===== src/rtl/cpu19_pkg.sv =====
// cpu19_pkg: definitions shared by the cpu19 ALU path (alu_control, alu_exec_unit).
//   CPU19_WIDTH : default datapath width
//   ITER_CNT_W  : width of the multiply/divide iteration counter
//   op_t        : ALU operation codes (14..31 are illegal)
//   state_t     : execution-unit FSM states
package cpu19_pkg;

    localparam int CPU19_WIDTH = 19;
    localparam int ITER_CNT_W  = 5;

    typedef enum logic [4:0] {
        OP_ADD = 5'd0,
        OP_SUB = 5'd1,
        OP_MUL = 5'd2,
        OP_DIV = 5'd3,
        OP_MOD = 5'd4,
        OP_AND = 5'd5,
        OP_OR  = 5'd6,
        OP_XOR = 5'd7,
        OP_NOT = 5'd8,
        OP_INC = 5'd9,
        OP_DEC = 5'd10,
        OP_SHL = 5'd11,
        OP_SHR = 5'd12,
        OP_CMP = 5'd13
    } op_t;

    typedef enum logic [1:0] {
        ST_IDLE,
        ST_MUL,
        ST_DIV,
        ST_DONE
    } state_t;

endpackage


===== src/rtl/muldiv_iter.sv =====
// muldiv_iter: iterative unsigned shift-add multiplier / restoring divider.
// One step per clock for WIDTH clocks after i_start.
//   clk, rst_n      : clock, asynchronous active-low reset
//   i_start         : load operands and begin (i_is_div selects divide)
//   i_a, i_b        : multiplier/multiplicand or dividend/divisor
//   o_last          : the step being performed this cycle is the final one
//   o_next_hi/lo    : register contents after this cycle's step; on the final
//                     step {hi,lo} = product, or hi = remainder, lo = quotient
module muldiv_iter
    import cpu19_pkg::*;
#(
    parameter int WIDTH = CPU19_WIDTH
) (
    input  logic             clk,
    input  logic             rst_n,
    input  logic             i_start,
    input  logic             i_is_div,
    input  logic [WIDTH-1:0] i_a,
    input  logic [WIDTH-1:0] i_b,
    output logic             o_last,
    output logic [WIDTH-1:0] o_next_hi,
    output logic [WIDTH-1:0] o_next_lo
);

    localparam logic [ITER_CNT_W-1:0] LP_LAST = ITER_CNT_W'(WIDTH - 1);

    logic [WIDTH-1:0]      r_hi;
    logic [WIDTH-1:0]      r_lo;
    logic [WIDTH-1:0]      r_opnd;
    logic                  r_is_div;
    logic                  r_busy;
    logic [ITER_CNT_W-1:0] r_count;

    logic [WIDTH:0]   w_add;
    logic [WIDTH:0]   w_rem_shift;
    logic             w_ge;
    logic [WIDTH-1:0] w_diff;

    // Multiply: add the multiplicand into hi when lo's LSB is set, then shift
    // {carry,hi,lo} right; the multiplier bits drain out of lo as product
    // bits fill in from the top.
    assign w_add = {1'b0, r_hi} + (r_lo[0] ? {1'b0, r_opnd} : '0);

    // Divide: shift the next dividend bit into the partial remainder and keep
    // the subtraction only if it does not go negative. When it is kept the
    // difference is below the divisor, so the low WIDTH bits are exact.
    assign w_rem_shift = {r_hi, r_lo[WIDTH-1]};
    assign w_ge        = (w_rem_shift >= {1'b0, r_opnd});
    assign w_diff      = w_rem_shift[WIDTH-1:0] - r_opnd;

    assign o_next_hi = r_is_div ? (w_ge ? w_diff : w_rem_shift[WIDTH-1:0])
                                : w_add[WIDTH:1];
    assign o_next_lo = r_is_div ? {r_lo[WIDTH-2:0], w_ge}
                                : {w_add[0], r_lo[WIDTH-1:1]};
    assign o_last    = r_busy && (r_count == LP_LAST);

    // NOTE: clocked state uses non-blocking (<=) so every register samples
    // pre-edge values; blocking here would create order-dependent races.
    always_ff @(posedge clk or negedge rst_n) begin
        if (!rst_n) begin
            r_hi     <= '0;
            r_lo     <= '0;
            r_opnd   <= '0;
            r_is_div <= 1'b0;
            r_busy   <= 1'b0;
            r_count  <= '0;
        end else if (i_start) begin
            r_hi     <= '0;
            r_lo     <= i_a;
            r_opnd   <= i_b;
            r_is_div <= i_is_div;
            r_busy   <= 1'b1;
            r_count  <= '0;
        end else if (r_busy) begin
            r_hi    <= o_next_hi;
            r_lo    <= o_next_lo;
            r_count <= r_count + 1'b1;
            if (r_count == LP_LAST) begin
                r_busy <= 1'b0;
            end
        end
    end

endmodule


===== src/rtl/alu_exec_unit.sv =====
// alu_exec_unit: valid/ready ALU execution stage of cpu19.
// Single-cycle ops and illegal ops finish one cycle after accept; MUL and
// DIV/MOD (divisor != 0) iterate in muldiv_iter and finish WIDTH+1 cycles
// after accept. The result is held in DONE until out_ready.
//   clk, rst_n            : clock, asynchronous active-low reset
//   in_valid / in_ready   : operation handshake (ready only in IDLE)
//   operation, a, b       : op code and unsigned operands
//   out_valid / out_ready : result handshake
//   result, zero, carry, err : registered result and status flags
module alu_exec_unit
    import cpu19_pkg::*;
#(
    parameter int WIDTH = CPU19_WIDTH
) (
    input  logic             clk,
    input  logic             rst_n,
    input  logic             in_valid,
    output logic             in_ready,
    input  logic [4:0]       operation,
    input  logic [WIDTH-1:0] a,
    input  logic [WIDTH-1:0] b,
    output logic             out_valid,
    input  logic             out_ready,
    output logic [WIDTH-1:0] result,
    output logic             zero,
    output logic             carry,
    output logic             err
);

    state_t           r_state;
    logic [WIDTH-1:0] r_result;
    logic             r_zero;
    logic             r_carry;
    logic             r_err;
    logic             r_is_mod;

    op_t              w_op;
    logic             w_accept;
    logic             w_is_mul;
    logic             w_is_divmod;
    logic             w_md_start;
    logic             w_md_last;
    logic [WIDTH-1:0] w_md_hi;
    logic [WIDTH-1:0] w_md_lo;
    logic [WIDTH-1:0] w_div_res;

    logic [WIDTH:0]   w_ext;
    logic [WIDTH-1:0] w_val;
    logic             w_carry;
    logic             w_err;
    logic             w_cmp;

    assign w_op        = op_t'(operation);
    assign w_accept    = in_valid && (r_state == ST_IDLE);
    assign w_is_mul    = (w_op == OP_MUL);
    assign w_is_divmod = (w_op == OP_DIV) || (w_op == OP_MOD);
    assign w_md_start  = w_accept && (w_is_mul || (w_is_divmod && (b != '0)));

    muldiv_iter #(.WIDTH(WIDTH)) u_muldiv (
        .clk       (clk),
        .rst_n     (rst_n),
        .i_start   (w_md_start),
        .i_is_div  (w_is_divmod),
        .i_a       (a),
        .i_b       (b),
        .o_last    (w_md_last),
        .o_next_hi (w_md_hi),
        .o_next_lo (w_md_lo)
    );

    assign w_div_res = r_is_mod ? w_md_hi : w_md_lo;

    // Single-cycle datapath. w_val is the arithmetic value the zero flag is
    // taken from; CMP reports flags of a-b but returns a zero result.
    // NOTE: every output gets a default before the case so no path leaves a
    // signal unassigned, which would otherwise infer a latch.
    always_comb begin
        w_ext   = '0;
        w_val   = '0;
        w_carry = 1'b0;
        w_err   = 1'b0;
        w_cmp   = 1'b0;
        case (w_op)
            OP_ADD: begin
                w_ext   = {1'b0, a} + {1'b0, b};
                w_val   = w_ext[WIDTH-1:0];
                w_carry = w_ext[WIDTH];
            end
            OP_SUB, OP_CMP: begin
                w_ext   = {1'b0, a} - {1'b0, b};
                w_val   = w_ext[WIDTH-1:0];
                w_carry = w_ext[WIDTH];
                w_cmp   = (w_op == OP_CMP);
            end
            OP_INC: begin
                w_ext   = {1'b0, a} + (WIDTH+1)'(1);
                w_val   = w_ext[WIDTH-1:0];
                w_carry = w_ext[WIDTH];
            end
            OP_DEC: begin
                w_ext   = {1'b0, a} - (WIDTH+1)'(1);
                w_val   = w_ext[WIDTH-1:0];
                w_carry = w_ext[WIDTH];
            end
            OP_AND: w_val = a & b;
            OP_OR:  w_val = a | b;
            OP_XOR: w_val = a ^ b;
            OP_NOT: w_val = ~a;
            OP_SHL: begin
                w_val   = {a[WIDTH-2:0], 1'b0};
                w_carry = a[WIDTH-1];
            end
            OP_SHR: w_val = {1'b0, a[WIDTH-1:1]};
            // Only reaches the result register when the divisor is zero.
            OP_DIV, OP_MOD: begin
                w_val = '1;
                w_err = 1'b1;
            end
            OP_MUL: w_val = '0;
            default: w_err = 1'b1;
        endcase
    end

    always_ff @(posedge clk or negedge rst_n) begin
        if (!rst_n) begin
            r_state  <= ST_IDLE;
            r_result <= '0;
            r_zero   <= 1'b0;
            r_carry  <= 1'b0;
            r_err    <= 1'b0;
            r_is_mod <= 1'b0;
        end else begin
            case (r_state)
                ST_IDLE: begin
                    if (w_accept) begin
                        r_is_mod <= (w_op == OP_MOD);
                        if (w_is_mul) begin
                            r_state <= ST_MUL;
                        end else if (w_md_start) begin
                            r_state <= ST_DIV;
                        end else begin
                            r_result <= w_cmp ? '0 : w_val;
                            r_zero   <= (w_val == '0);
                            r_carry  <= w_carry;
                            r_err    <= w_err;
                            r_state  <= ST_DONE;
                        end
                    end
                end
                ST_MUL: begin
                    if (w_md_last) begin
                        r_result <= w_md_lo;
                        r_zero   <= (w_md_lo == '0);
                        r_carry  <= (w_md_hi != '0);
                        r_err    <= 1'b0;
                        r_state  <= ST_DONE;
                    end
                end
                ST_DIV: begin
                    if (w_md_last) begin
                        r_result <= w_div_res;
                        r_zero   <= (w_div_res == '0);
                        r_carry  <= 1'b0;
                        r_err    <= 1'b0;
                        r_state  <= ST_DONE;
                    end
                end
                ST_DONE: begin
                    if (out_ready) begin
                        r_state <= ST_IDLE;
                    end
                end
                default: r_state <= ST_IDLE;
            endcase
        end
    end

    assign in_ready  = (r_state == ST_IDLE);
    assign out_valid = (r_state == ST_DONE);
    assign result    = r_result;
    assign zero      = r_zero;
    assign carry     = r_carry;
    assign err       = r_err;

endmodule


===== config.mk =====
export PLATFORM = sky130hd
export DESIGN_NAME = alu_exec_unit
export DESIGN_NICKNAME = d
export VERILOG_FILES = /design/src/rtl/cpu19_pkg.sv /design/src/rtl/muldiv_iter.sv /design/src/rtl/alu_exec_unit.sv
export SDC_FILE = /design/constraint.sdc
export NUM_CORES = 1
export LEC_CHECK = 0
export CAP_MARGIN = 5
export CORE_ASPECT_RATIO = 1.75
export CORE_MARGIN = 2
export CORE_UTILIZATION = 52
export DETAILED_ROUTE_END_ITERATION = 12
export GPL_ROUTABILITY_DRIVEN = 0
export PLACE_DENSITY = 0.73
export SLEW_MARGIN = 20
export SYNTH_ARGS = -nofsm -noshare
export SYNTH_HDL_FRONTEND = slang
export SYNTH_SLANG_ARGS = --single-unit

===== constraint.sdc =====
create_clock -name clk -period 4.1 [get_ports clk]
set_input_delay 0.82 -clock clk [delete_from_list [all_inputs] [get_ports clk]]
set_output_delay 0.82 -clock clk [all_outputs]
set_load 0.005 [all_outputs]

### Word level (Yosys, flattened, before mapping)

Index checks and enable logic that the tools add are counted.

* input port bits: 47
* register bits: 89
* output and inout port bits: 24
* logic and storage cells: 119

* $add $sub $neg: 7
* $lt $le $gt $ge: 1
* reduce and logical (&&, ||, !) cells: 24
* bitwise logic cells: 4
* mux-type cells: 47
* eq/ne operators: 24

Operators by type and width (count)
* $mux W19: 15
* $pmux W19 S11: 1
* $logic_not A19 Y1: 3
* $pmux W19 S3: 1
* $reduce_bool A19 Y1: 2
* $eq A5 B4 Y1 const B: 6
* $add A19 B1 Y20 const B: 1
* $add A19 B19 Y20: 1
* $add A19 B20 Y20: 1
* $eq A5 B3 Y1 const B: 4
* $ge A20 B19 Y1: 1
* $sub A19 B1 Y20 const B: 1
* $sub A19 B19 Y20: 1
* $and A19 B19 Y19: 1
* $mux W1: 19
* $not A19 Y19: 1
* $or A19 B19 Y19: 1
* $sub A19 B19 Y19: 1
* $xor A19 B19 Y19: 1
* $reduce_or A11 Y1: 1
* $eq A5 B2 Y1 const B: 2
* $mux W5: 2
* $ne A2 B1 Y1 const B: 5
* $mux W2: 4
* other kinds (21): 31

### Longest topological paths before layout

Gate-level depths: netlist of the first run.

* depth after elaboration: 9
* depth in mapped cells: 16
* depth with buffers taken out: 15

### Hierarchy

From an unflattened synthesis of the first run, not the netlist that was laid out.

* cells, all modules: 1499
* area, all modules: 11518.5 sq um

By module, submodules not included
* alu_exec_unit: sequential area each 625.6 sq um, times used 1, area an instance 5786.8 sq um, cells an instance 809
* muldiv_iter: sequential area each 1601.5 sq um, times used 1, area an instance 5731.7 sq um, cells an instance 690

### Least setup slack after synthesis of the first run

OpenSTA, ideal clock, no wires.

* path type: input to register
* start: input a[3]
* end: register r_result[17], in the netlist result[17]
* stages on the path: 14
* slack: 0.332 ns
* data required time: 3.981 ns
* arrival: 3.650 ns
* path buffers: 1
* library setup time: 0.119 ns
* cell sequence: buf_2 inv_1 ha_1 inv_1 and4_1 o31ai_1 a21oi_1 a31o_1 or3_1 a31oi_1 mux2_2 a22oi_2 o221ai_1 o21a_1

* word-level cells in the longest chain between the ends: 7
* elaborated cells on any way between the ends: 10
* classes of those cells: add/sub: 4; mux: 6

Ends and longest elaborated chain
* from (decl): RTL line alu_exec_unit.sv:20 `input logic [WIDTH-1:0] a,`
* $sub A19 B1 Y20 (tied with other cells): RTL line alu_exec_unit.sv:101 `w_ext = {1'b0, a} - (WIDTH+1)'(1);`
* $pmux W19 S11 *: RTL line alu_exec_unit.sv:83 `case (w_op)`
* $mux W19 *: RTL line alu_exec_unit.sv:142 `r_result <= w_cmp ? '0 : w_val;`
* $mux W19 *: RTL line alu_exec_unit.sv:139 `end else if (w_md_start) begin`
* $mux W19 *: RTL line alu_exec_unit.sv:137 `if (w_is_mul) begin`
* $mux W19 *: RTL line alu_exec_unit.sv:135 `if (w_accept) begin`
* $pmux W19 S3 *: RTL line alu_exec_unit.sv:133 `case (r_state)`
* to (signal assigned): RTL line alu_exec_unit.sv:142
* to (signal assigned): RTL line alu_exec_unit.sv:152 `r_result <= w_md_lo;`
* to (signal assigned): RTL line alu_exec_unit.sv:161 `r_result <= w_div_res;`
* to (decl): RTL line alu_exec_unit.sv:31 `logic [WIDTH-1:0] r_result;`

Mark *: on every way between the ends. The rest lies on a longest branch, timed or not. The select of a mux whose other input is x is not followed.
A chain may end at the register's enable or synchronous reset.

### Worst setup path after layout of the first run

* start: input operation[0]
* end: register r_zero, in the netlist zero

* word-level cells in the longest chain between the ends: 8
* elaborated cells on any way between the ends: 29
* classes of those cells: eq/ne: 15; mux: 5; reduce/logical: 9

Ends and longest elaborated chain
* from (decl): RTL line alu_exec_unit.sv:19 `input logic [4:0] operation,`
* $eq A5 B2 Y1 (tied with other cells): RTL line alu_exec_unit.sv:56, alu_exec_unit.sv:83
* $reduce_or A2 Y1: RTL line alu_exec_unit.sv:83
* $pmux W19 S11: RTL line alu_exec_unit.sv:83
* $logic_not A19 Y1: RTL line alu_exec_unit.sv:143 `r_zero <= (w_val == '0);`
* $mux W1: RTL line alu_exec_unit.sv:139
* $mux W1: RTL line alu_exec_unit.sv:137
* $mux W1: RTL line alu_exec_unit.sv:135
* $pmux W1 S3: RTL line alu_exec_unit.sv:133
* to (signal assigned): RTL line alu_exec_unit.sv:143
* to (signal assigned): RTL line alu_exec_unit.sv:153 `r_zero <= (w_md_lo == '0);`
* to (signal assigned): RTL line alu_exec_unit.sv:162 `r_zero <= (w_div_res == '0);`
* to (decl): RTL line alu_exec_unit.sv:32 `logic r_zero;`

Parallel ways exist; a longest one is shown, timed or not. The select of a mux whose other input is x is not followed.

==> results_dict.tcl, run 1 <==
set metrics [dict create \
    status "finished clean" \
    grt_pass1_vias 14400 \
    irDropWorstVdd_v 0.000366 \
    rsz0062_at_grt "yes" \
    drtPass1Iterations 6 \
    grt_pass1_wl_um 75400 \
    antenna_found_initial 2 \
    startpoint_type "input pin" \
    syn-num-nets 1711 \
    synth_seq_cells 89 \
    drc 0 \
    synth_edf_count 0 \
    slew_headroom_pct 35.0 \
    clk_latency_ps 350 \
    ant_nets 0 \
    worst-setup-path-type "input pin to register" \
    synth.distinct_cells 94 \
    portBuffers 70 \
    grt_max_degree 79 \
    antenna_cells 0 \
    synthTopCellsByArea "dfrtp_1 (19%), ha_1 (11%), a21oi_1 (5.2%)" \
    ys_seq_area_share_pct 19.4 \
    drv_cap 0 \
    clockBufferDepth 2 \
    die-area_um2 23300 \
    vias 14397 \
    num-fill-cells 1797 \
    finalCritPeriodShare_pct 98.8 \
    setup_violations 0 \
    cts_hold_buf 0 \
    dieWidth_um 116 \
    synthCells 1557 \
    die_h_um 200 \
    initial_utilization_pct 53.1 \
    drive_gt1_share_pct 22.3 \
    final_hold_viol_count 0 \
    worst_slew_pin_slew_ps 969 \
    worst_slack_ps 50.0 \
    min_period_ps 4050 \
    tritoncts "done" \
    drt_iter0_markers 1365 \
    synth_area_per_cell_um2 7.36 \
    p_leak_nw 6.84 \
    setup_tns_ps 0 \
    path_max_fanout 7 \
    synth_top_cell_area_share_pct 19.4 \
    synth.yosys.warnings 0 \
    fmax_ghz 0.247 \
    cts.sink_count 89 \
    synth_ff_type "dfrtp_1" \
    grt_use_total_pct 41.8 \
    path_clk_slew_ps 70 \
    place_worst_setup_slack_ps -547 \
    hold_path_class "register to register" \
    design.core.area_um2 21600 \
    h-tree-depth 3 \
    nets 2011 \
    crit_required_ps 4330 \
    wl_per_cell_um 22.7 \
    slew_viol_final 0 \
    numCtsBuffers 9 \
    cts_root_buf "clkbuf_16" \
    io_pins 71 \
    ys_async_sr_fraction_pct 100 \
    syn_area_um2 11500 \
    syn2layout_area_growth_pct 31.8 \
    crit_path_end_kind "register" \
    power.density_nw_per_um2 760 \
    yosysTopAreaCell "dfrtp_1" \
    wl_um 49000 \
    worst_clock_skew_ps 9.49 \
    arrival_ps 4280 \
    post_drt_via_cell_ratio 6.68 \
    place_hpwl_um 38400 \
    rows 71 \
    grt_overflow 0 \
]
-- metal layers --
layer / GRT usage [%] / part of all wire (%)
met3: 7.50 / 8.5
met5: 0 / 0.027
met2: 70.5 / 48
met1: 42.3 / 31
met4: 38.5 / 12
-- placed cells by master, fill, tap and decap left out, drive strengths merged, types with 15 or more instances in the layout --
master / Yosys / layout
a221oi: 28 / 28
dfrtp: 89 / 89
a211oi: 22 / 22
xnor2: 26 / 26
nor3: 45 / 45
inv: 95 / 99
nand4: 21 / 21
a31oi: 29 / 29
o21bai: 17 / 17
o22ai: 24 / 24
o211ai: 16 / 16
a21oi: 121 / 121
nand2b: 15 / 15
or3: 16 / 16
ha: 103 / 103
and3: 16 / 16
and2: 22 / 22
a21o: 23 / 23
nand3: 32 / 32
o21ai: 138 / 138
buf: 28 / 318
nor4: 17 / 17
mux2i: 35 / 35
nor2: 149 / 149
clkdlybuf4s50: 0 / 65
nand2: 150 / 150
-- sequential cells by signal, indices dropped and copies added (netlist names), 2 cells and up --
register,count
u_muldiv.r_lo,19
u_muldiv.r_hi,19
u_muldiv.r_opnd,19
u_muldiv.r_count,5
result,19
r_state,2
-- final cells by class --
class | count | area, µm² | area share (%)
sequential | 89 | 2230 | 14.8
timing repair buffer | 387 | 3150 | 20.9
clock inverter | 7 | 70.1 | 0.464
inverter | 96 | 360 | 2.39
tap | 292 | 365 | 2.42
multi-input combinational | 1274 | 8700 | 57.6
clock buffer | 9 | 225 | 1.49
-- critical path, cell delays in order --
cell             delay, ps
clkdlybuf4s50_1        550
and3b_1                270
o21a_1                 330
buf_12                 220
a221o_1                250
a2111oi_0              470
o311ai_1               260
nor4bb_2               320
a31oi_1                 90
or2b_1                 250
nor4_2                 220
a31oi_1                130
o41ai_1                 90
-- synth_stat cells (9+ instances only) --
| master | count |
|---|---|
| o21bai_1 | 17 |
| clkbuf_1 | 70 |
| o211ai_1 | 16 |
| and3_1 | 16 |
| o21ai_1 | 16 |
| nor3_1 | 44 |
| mux2_2 | 11 |
| a21o_1 | 23 |
| buf_2 | 18 |
| or3_1 | 16 |
| mux2i_1 | 35 |
| nor2_1 | 149 |
| a211oi_1 | 20 |
| o2111ai_1 | 11 |
| a31oi_1 | 29 |
| nor4_1 | 16 |
| ha_1 | 103 |
| nor2b_1 | 9 |
| a21oi_1 | 120 |
| a2111oi_0 | 12 |
| a221oi_1 | 27 |
| o21ai_0 | 120 |
| inv_1 | 91 |
| nand2_1 | 149 |
| xor2_1 | 14 |
| and2_1 | 22 |
| nand4_1 | 21 |
| dfrtp_1 | 89 |
| o22ai_1 | 24 |
| xnor2_1 | 26 |
| o21a_1 | 13 |
| nand3_1 | 32 |
| nand2b_1 | 15 |
-- final timing paths --
| kind | start | endpoint | slack [ps] | depth (start not counted) |
|---|---|---|---|---|
| hold reg to reg | result[0] | result[0] | 480 | 2 |
| min in group asynchronous | rst_n | u_muldiv.r_count[0] | 490 | 1 |
| hold / removal | result[0] | result[0] | 480 | 2 |
| max in group asynchronous | rst_n | result[14] | 2910 | 2 |
| setup / recovery | operation[0] | zero | 50 | 13 |
| setup reg to reg | u_muldiv.r_lo[18] | zero | 140 | 15 |
-- per-stage QoR --
| stage | instance area (µm²) | util [%] | hold WS, ps | std cells | power [mW] |
|---|---|---|---|---|---|
| after global routing | 15100 | 70.0 | 516 | 2154 | 12.1 |
| after CTS | 14900 | 69.0 | 490 | 2153 | 11.0 |
| after detailed placement | 14600 | 67.4 | 475 | 2136 | 10.1 |
| after floorplan | 11500 | - | 470 | 1557 | 6.80 |
| final | 15100 | 70.0 | 481 | 2154 | 11.5 |
| after global placement | 14600 | 67.4 | 469 | 2136 | 9.94 |
-- cells by family (layout without fill, tap and decap cells) --
family                   Yosys count  after routing  synth area share [%]
AO/OA/AOI/OAI                    556            556                  32.5
AND/OR/NAND/NOR                  525            525                  22.2
buffers and inverters            194            499                  6.78
adder cells (fa/ha/maj)          107            107                  11.9
flip-flops                        89             89                  19.4
multiplexers                      46             46                  4.14
XOR/XNOR                          40             40                  3.06
-- report_power, final --
part / switching (mW) / internal [mW] / leakage (nW)
registers: 0.359 / 1.31 / 1.08
logic: 5.19 / 3.82 / 5.62
clock network: 0.389 / 0.428 / 0.142
-- what timing repair did --
action                                 CTS  global route
pin swaps                                6            17
setup endpoints to repair                3            10
resized for setup                       10            44
cloned                                   0             0
endpoints found under the hold margin    0             0
setup buffers                            1             1
Power figures use the tool's default switching activity.
==> run 2, diff against run 1 <==
- HOLD_SLACK_MARGIN: unset -> 0.05
==> results of run 2 <==
Final layout, timing and power as in run 1 (identical DEF).
